$ cat src/rtl/operand_fetch_pkg.sv
// Shared constants, register index type and operand bundle layout for the
// operand fetch stage and its scoreboard.
package operand_fetch_pkg;

    localparam int unsigned XLEN = 32;
    localparam int unsigned NREG = 32;
    localparam int unsigned AW   = 5;
    localparam int unsigned PW   = 16;

    typedef logic [AW-1:0] reg_idx_t;

    localparam reg_idx_t REG_ZERO = AW'(0);

    typedef struct packed {
        logic [XLEN-1:0] op1;
        logic [XLEN-1:0] op2;
        reg_idx_t        rd;
        logic            rd_we;
        logic [PW-1:0]   payload;
    } of_bundle_t;

    // x0 reads zero; a same-cycle writeback to the source beats the stale RF read.
    function automatic logic [XLEN-1:0] resolve_src(
        input reg_idx_t        idx,
        input logic            wb_hit,
        input logic [XLEN-1:0] wb_data,
        input logic [XLEN-1:0] rf_data
    );
        logic [XLEN-1:0] val;
        val = rf_data;
        if (idx == REG_ZERO) begin
            val = XLEN'(0);
        end else if (wb_hit) begin
            val = wb_data;
        end
        return val;
    endfunction

endpackage

$ cat src/rtl/operand_fetch_reg_scoreboard.sv
// Pending-write scoreboard: one busy bit per architectural register,
// set on issue of a writer, cleared on writeback; set wins, x0 never busy.
module reg_scoreboard
    import operand_fetch_pkg::*;
(
    input  logic            clk,
    input  logic            rst_n,
    input  logic            set_en,
    input  reg_idx_t        set_idx,
    input  logic            clr_en,
    input  reg_idx_t        clr_idx,
    output logic [NREG-1:0] busy
);

    logic [NREG-1:0] r_busy;
    logic [NREG-1:0] w_busy_nxt;

    // Clear is applied before set so a same-index collision leaves the bit set.
    always_comb begin
        w_busy_nxt = r_busy;
        if (clr_en) begin
            w_busy_nxt[clr_idx] = 1'b0;
        end
        if (set_en) begin
            w_busy_nxt[set_idx] = 1'b1;
        end
        w_busy_nxt[0] = 1'b0;
    end

    always_ff @(posedge clk or negedge rst_n) begin
        if (!rst_n) begin
            r_busy <= '0;
        end else begin
            r_busy <= w_busy_nxt;
        end
    end

    assign busy = r_busy;

endmodule

$ cat src/rtl/operand_fetch.sv
// Operand fetch: drives RF read ports, bypasses writeback data, stalls on
// RAW/WAW hazards and holds resolved operands in a one-entry output slot.
module operand_fetch
    import operand_fetch_pkg::*;
(
    input  logic            clk,
    input  logic            rst_n,
    input  logic            in_valid,
    output logic            in_ready,
    input  reg_idx_t        in_rs1,
    input  reg_idx_t        in_rs2,
    input  reg_idx_t        in_rd,
    input  logic            in_rd_we,
    input  logic [PW-1:0]   in_payload,
    output reg_idx_t        rf_raddr1,
    output reg_idx_t        rf_raddr2,
    input  logic [XLEN-1:0] rf_rdata1,
    input  logic [XLEN-1:0] rf_rdata2,
    input  logic            wb_valid,
    input  reg_idx_t        wb_rd,
    input  logic [XLEN-1:0] wb_data,
    output logic            out_valid,
    input  logic            out_ready,
    output logic [XLEN-1:0] out_op1,
    output logic [XLEN-1:0] out_op2,
    output reg_idx_t        out_rd,
    output logic            out_rd_we,
    output logic [PW-1:0]   out_payload
);

    logic [NREG-1:0] w_busy;
    logic            w_src1_hit;
    logic            w_src2_hit;
    logic            w_rd_live;
    logic            w_rd_hit;
    logic            w_hazard;
    logic            w_slot_free;
    logic            w_ready;
    logic            w_accept;
    of_bundle_t      w_bundle_nxt;

    logic            r_out_valid;
    of_bundle_t      r_bundle;

    assign rf_raddr1 = in_rs1;
    assign rf_raddr2 = in_rs2;

    // Hazard detection: a pending source or destination stalls unless it is
    // being written back in this very cycle.
    always_comb begin
        w_src1_hit  = wb_valid && (wb_rd == in_rs1) && (in_rs1 != REG_ZERO);
        w_src2_hit  = wb_valid && (wb_rd == in_rs2) && (in_rs2 != REG_ZERO);
        w_rd_live   = in_rd_we && (in_rd != REG_ZERO);
        w_rd_hit    = wb_valid && (wb_rd == in_rd);
        w_hazard    = (w_busy[in_rs1] && !w_src1_hit)
                    || (w_busy[in_rs2] && !w_src2_hit)
                    || (w_rd_live && w_busy[in_rd] && !w_rd_hit);
        w_slot_free = !r_out_valid || out_ready;
        w_ready     = w_slot_free && !w_hazard;
        w_accept    = in_valid && w_ready;
    end

    assign in_ready = w_ready;

    always_comb begin
        w_bundle_nxt         = '0;
        w_bundle_nxt.op1     = resolve_src(in_rs1, w_src1_hit, wb_data, rf_rdata1);
        w_bundle_nxt.op2     = resolve_src(in_rs2, w_src2_hit, wb_data, rf_rdata2);
        w_bundle_nxt.rd      = in_rd;
        w_bundle_nxt.rd_we   = w_rd_live;
        w_bundle_nxt.payload = in_payload;
    end

    reg_scoreboard u_scoreboard (
        .clk     (clk),
        .rst_n   (rst_n),
        .set_en  (w_accept && w_rd_live),
        .set_idx (in_rd),
        .clr_en  (wb_valid),
        .clr_idx (wb_rd),
        .busy    (w_busy)
    );

    // Output slot: load on accept, drain on handshake, otherwise hold.
    always_ff @(posedge clk or negedge rst_n) begin
        if (!rst_n) begin
            r_out_valid <= 1'b0;
            r_bundle    <= '0;
        end else if (w_accept) begin
            r_out_valid <= 1'b1;
            r_bundle    <= w_bundle_nxt;
        end else if (out_ready) begin
            r_out_valid <= 1'b0;
        end
    end

    assign out_valid   = r_out_valid;
    assign out_op1     = r_bundle.op1;
    assign out_op2     = r_bundle.op2;
    assign out_rd      = r_bundle.rd;
    assign out_rd_we   = r_bundle.rd_we;
    assign out_payload = r_bundle.payload;

endmodule

$ cat config.mk
export PLATFORM = sky130hd
export DESIGN_NAME = operand_fetch
export DESIGN_NICKNAME = d
export VERILOG_FILES = /design/src/rtl/operand_fetch_pkg.sv /design/src/rtl/operand_fetch_reg_scoreboard.sv /design/src/rtl/operand_fetch.sv
export SDC_FILE = /design/constraint.sdc
export NUM_CORES = 1
export LEC_CHECK = 0
export BUFFER_PORTS_ARGS = -buffer_cell sky130_fd_sc_hd__buf_2
export CORE_ASPECT_RATIO = 0.5
export CORE_UTILIZATION = 30
export CTS_CLUSTER_SIZE = 14
export DETAILED_ROUTE_END_ITERATION = 10
export GPL_ROUTABILITY_DRIVEN = 0
export GPL_TIMING_DRIVEN = 0
export HOLD_SLACK_MARGIN = 0.12
export PLACE_DENSITY = 0.59
export SLEW_MARGIN = 20
export SYNTH_ARGS = -nofsm -noshare
export SYNTH_HDL_FRONTEND = slang
export SYNTH_SLANG_ARGS = --single-unit
export TNS_END_PERCENT = 50
$ cat constraint.sdc
create_clock -name clk -period 3 [get_ports clk]
set_clock_uncertainty 0.1 [all_clocks]
set_input_delay 0.15 -clock clk [delete_from_list [all_inputs] [get_ports clk]]
set_output_delay 0.15 -clock clk [all_outputs]
set_load 0.1 [all_outputs]
; ---- Word-level counts from Yosys, hierarchy flattened
; Index checks and enable logic that the tools add are counted.
[op_classes]
magnitude_cmp = 6
eq_ne = 3
muxes = 18
bitwise = 3
reduce_logical = 29
[ops]
columns = op, n
row1 = 2-to-1 mux 32 bit, 6
row2 = AND 32 bit, 1
row3 = NOT 32 bit, 1
row4 = bitwise OR 32 bit, 1
row5 = less-than comparator 5 x 6 -> 1 bit (second input constant), 4
row6 = binary-select mux 1 bit (select 5 bit), 3
row7 = == test 5 bit, 3
row8 = logical AND 1 bit, 15
row9 = nonzero test 5 bit, 3
row10 = demux 1 bit (select 5 bit), 2
row11 = >= comparator 5 x 1 -> 1 bit (second input constant), 2
row12 = logical NOT 5 bit, 2
row13 = 2-to-1 mux 1 bit, 7
row14 = logical NOT 1 bit, 5
row15 = logical OR 1 bit, 3
row16 = nonzero test 2 bit, 1
[word_totals]
ff_bits = 118
inputBits = 138
output_inout_bits = 98

; ---- Depth between registers and ports, before layout
[depth]
word_depth = 12
mapped_depth = 12

; ---- Cells and area by module
; From an unflattened synthesis, not the netlist that was laid out.
[hier_totals]
cells_unflattened = 604
area_unflattened_um2 = 6736.5
[by_module_without_submodules]
columns = module, n_inst, cells_each, area_each_um2, seq_area_each_um2
row1 = operand_fetch, 1, 484, 5457.7, 2177.1
row2 = reg_scoreboard, 1, 120, 1278.7, 775.7

; ---- Worst setup path before layout
; OpenSTA, ideal clock, no wires.
[synth_path]
kind = register to register
startpoint = register r_out_valid, in the netlist out_valid
endpoint = register r_out_valid, in the netlist out_valid
setup_ns = 0.069
arrival_ns = 3.084
slack_ns = -0.253
path_stages_with_launch = 7
n_path_buf = 0
synth_period_minus_slack_ns = 3.253
path_cell_list = dfrtp_1 > nand2b_1 > nor4b_1 > nand3_1 > a32o_1 > nor2_1 > a21bo_1
[synth_via]
elab_chain_len = 5
elab_cells_between_ends = 6
cone_classes = 1 x mux / 5 x reduce/logical
[synth_lines]
columns = item, line_no
row1 = start: declaration, operand_fetch.sv:42  ; logic r_out_valid;
row2 = start signal: assignment, operand_fetch.sv:87  ; r_out_valid <= 1'b0;
row3 = start signal: assignment, operand_fetch.sv:90  ; r_out_valid <= 1'b1;
row4 = start signal: assignment, operand_fetch.sv:93  ; r_out_valid <= 1'b0;
row5 = logical NOT 1 bit (*), operand_fetch.sv:58  ; w_slot_free = !r_out_valid || out_ready;
row6 = logical OR 1 bit (*), operand_fetch.sv:58
row7 = logical AND 1 bit (*), operand_fetch.sv:59  ; w_ready = w_slot_free && !w_hazard;
row8 = via in_ready, operand_fetch.sv:9  ; output logic in_ready,
row9 = logical AND 1 bit (*), operand_fetch.sv:60  ; w_accept = in_valid && w_ready;
row10 = 2-to-1 mux 1 bit or nonzero test 2 bit (tied branches), n/a
; The timed path passes the listed nets; every way through them passes the cells marked *.
; A chain may end at the register's enable or synchronous reset.

; ---- Worst setup path after layout
[layout_path]
startpoint = input port in_rs2[2]
endpoint = register r_bundle, in the netlist out_op2[22]
[layout_via]
elab_chain_len = 10
elab_cells_between_ends = 16
cone_classes = 1 x eq/ne / 4 x mux / 11 x reduce/logical
[layout_lines]
columns = item, line_no
row1 = start: declaration, operand_fetch.sv:11  ; input reg_idx_t in_rs2,
row2 = "parallel branches: the longest is 10 deep, another holds binary-select mux 1 bit (select 5 bit)", n/a
row3 = end signal: assignment, operand_fetch.sv:91  ; r_bundle <= w_bundle_nxt;
row4 = end: declaration, operand_fetch.sv:43  ; of_bundle_t r_bundle;
; Several ways; the timed one is not identified. The select of a mux whose other input is x is not followed.

==> results.toml <==
[global_route]
grt_pass1_vias = 7063
initial_antenna_violation_count = 0
all_layer_gr_usage_pct = 20.74
grt_first_pass_wirelength_um = 39790
grt_start_max_net_pins = 65
globalRouteOverflowTotal = 0

[detailed_routing]
vias = 6891
highest-signal-layer = "met4"
viasPerCell = 5.012
detailedRoute.firstPassIterationCount = 5
total_wirelength_um = 25330
wl_met2_um = 12320
met3_routed_wl_um = 1483
post_route_antenna_net_violation_count = 0
detail_route.wirelength.met1_um = 10490
number_of_design_rule_violations_left_after_detail_routing = 0
detailedRoute.firstIterationViolations = 488
wire_per_inst_um = 18.42

[worst_setup_path]
cp.buffers_inverters = 5
critical_path.max_fanout = 10
critical_path_launch_point_type = "input pin"
critical_path_arrival_ns = 3.08
end_kind = "flop"
worst_path_largest_cell_delay_ns = 0.60
required_ns = 3.22
crit_chain = "buf_2 > buf_2 > xor2_1 > nor4_1 > and4_4 > clkbuf_1 > clkbuf_1 > o21ai_0 > dlygate4sd3_1 > mux2_4"
worstSetupPathType = "in -> reg"
worst_path_max_delay_cell = "sky130_fd_sc_hd__dlygate4sd3_1"
critical-path-top-delay-family = "buffers and inverters"

[logic_synthesis]
synth.avg_cell_area_um2 = 10.41
synth_cell_types = 46
synth.top_cells.by_area = "sky130_fd_sc_hd__dfrtp_1, sky130_fd_sc_hd__mux2_4, sky130_fd_sc_hd__nand2_1"
post_synth_instance_area_um2 = 7223
netlist_instances = 694
synthArstFlopShare_pct = 100.0
synth-edff-count = 0
synth_seq_cells = 118
synth_top_flop_cell = "sky130_fd_sc_hd__dfrtp_1"
postSynthNetCount = 832
post-synth-top-area-fraction_pct = 40.88
synth_top_area_cell = "sky130_fd_sc_hd__dfrtp_1"
ys_warnings = 0
synth.yosys.seq_area_share_pct = 40.88

[outcome]
status = "complete, no violations"

[placed_design]
dpl.hpwl_um = 17220
dp_cells = 1226
place_area_um2 = 8765
place.port_buffers = 224
detailedPlace.worstSlack_ns = -0.1556

[die]
floorplan.die_area_um2 = 24740
start_util_pct = 31.10
die_x_um = 221.4
rows = 39
die-height_um = 111.7
design.portCount = 236
core-area_um2 = 23230

[final_layout]
most_common_cell_after_layout_fill_and_taps_aside = "sky130_fd_sc_hd__buf_2"
final-instance-count-excl-fill = 1375
area.growth.synth_to_final_pct = 46.34
final_nets = 1193
post_route_cells_drive_above_1_share_pct = 36.52
n_antenna_cell = 0
mostFrequentLayoutCells = "sky130_fd_sc_hd__buf_2, sky130_fd_sc_hd__nand2_1, sky130_fd_sc_hd__dfrtp_1"
layout.cell_area.non_filler_um2 = 10570

[clock_tree]
clockRootBuffer = "sky130_fd_sc_hd__clkbuf_16"
tritoncts.num_buffers = 17
worst_skew_pair.late_latency_ns = 0.43
path_clk_slew_ns = 0.06
clk_sink_count = 118
cts_setup_buffers = 0
clockBufferDepth = 2
cts_tree = "built"
clock_tree.htree_level_count = 4

[sta]
timing.hold.ws_ns = 0.1593
final_worst_path_cycle_share_pct = 95.57
rsz0062_at_grt = "yes"
max-slew-margin-rel_pct = 58.26
slew_violations = 0
final-setup-viol-count = 0
timing.setup.tns_ns = 0
max_freq_mhz = 348.8
layout_setup_ws_ns = 0.1330
worstMarginPinSlew_ns = 0.6261
finalWorstPathRequiredPeriod_ns = 2.867
timing_hold_violations_final = 0

[power_and_ir_drop]
p_leak_nw = 5.160
vdd_ir_drop_max_v = 0.0003371
power_per_cell_area_nw_per_um2 = 863.6

[min_path]
hold_class = "in -> reg"

[job]
maxcap_violations = 0
registers in the layout, summed over array words and instances, names as in the netlist:
| name | count |
|---|---|
| u_scoreboard.busy | 31 |
| out_rd_we | 1 |
| out_op1 | 32 |
| out_payload | 16 |
| out_valid | 1 |
| out_rd | 5 |
| out_op2 | 32 |
where the power goes:
group          total [mW]  switching [mW]  internal [mW]
clock                2.24           0.800           1.44
combinational        4.61            3.49           1.12
sequential           2.28           0.270           2.01
total                9.13            4.56           4.56
layer usage:
| metal | vias up | track usage [%] |
|---|---|---|
| li1 | 3141 | - |
| met1 | 3336 | 25.58 |
| met2 | 336 | 34.68 |
| met3 | 78 | 4.381 |
| met4 | 0 | 10.32 |
| met5 | - | 0 |
Yosys cell counts (4+ instances only):
| master | count |
|---|---|
| sky130_fd_sc_hd__a21bo_1 | 28 |
| sky130_fd_sc_hd__o22ai_1 | 8 |
| sky130_fd_sc_hd__o21ai_0 | 93 |
| sky130_fd_sc_hd__nor4_1 | 4 |
| sky130_fd_sc_hd__mux2_4 | 85 |
| sky130_fd_sc_hd__buf_4 | 11 |
| sky130_fd_sc_hd__nand3_1 | 6 |
| sky130_fd_sc_hd__nand2_1 | 135 |
| sky130_fd_sc_hd__mux2i_1 | 25 |
| sky130_fd_sc_hd__xor2_1 | 8 |
| sky130_fd_sc_hd__mux4_2 | 11 |
| sky130_fd_sc_hd__nor2_1 | 42 |
| sky130_fd_sc_hd__buf_2 | 7 |
| sky130_fd_sc_hd__clkbuf_1 | 34 |
| sky130_fd_sc_hd__dfrtp_1 | 118 |
| sky130_fd_sc_hd__buf_6 | 14 |
| sky130_fd_sc_hd__or3b_1 | 5 |
| sky130_fd_sc_hd__nand3b_1 | 11 |
| sky130_fd_sc_hd__xnor2_1 | 7 |
tightest hold or removal path, cell delays in order:
cell and delay (ns):
sky130_fd_sc_hd__buf_2 0.15, sky130_fd_sc_hd__a311oi_1 0.14, sky130_fd_sc_hd__nor2_2 0.10, sky130_fd_sc_hd__a21bo_1 0.11
path summary, 6_finish.rpt:
check	startpoint	end	slack [ns]	cells after the start
min in group asynchronous	rst_n	out_op2[16]	0.21	2
setup / recovery	in_rs2[2]	out_op2[22]	0.13	10
setup reg to reg	u_scoreboard.busy[7]	out_op2[9]	0.19	8
hold / removal	in_rs1[4]	out_valid	0.16	4
hold reg to reg	out_op1[0]	out_op1[0]	0.40	1
max in group asynchronous	rst_n	u_scoreboard.busy[18]	1.88	3
per-stage QoR:
stage | util (%) | power [mW]
6_report | 45.51 | 9.129
5_1_grt | 45.51 | 9.414
4_1_cts | 45.50 | 9.161
3_5_place_dp | 37.73 | 6.767
3_3_place_gp | 37.59 | 6.732
2_1_floorplan | - | 5.958
layout make-up:
cell class / count / area [µm²]
plain buffers: 68 / 412.9
clock buffers: 21 / 460.4
clock inverters: 11 / 171.4
fillers: 2144 / 12660
inverters: 3 / 11.26
multi-input cells: 505 / 3851
flip-flops and latches: 118 / 2953
well taps: 307 / 384.1
repair buffers: 342 / 2326
repair_timing:
action,in CTS,in global routing
endpoints found under the setup margin,0,11
gates resized for setup,0,4
endpoints found under the hold margin,149,0
hold buffers,117,0
kinds of logic after synthesis:
family                 Yosys count  share of synthesized area [%]
XOR/XNOR                        15                          1.819
AND/OR/NAND/NOR                222                          13.63
multiplexers                   125                          25.19
AO/OA/AOI/OAI                  143                          12.65
flip-flops                     118                          40.88
buffers and inverters           71                          5.837
(Power assumes the default switching activity.)
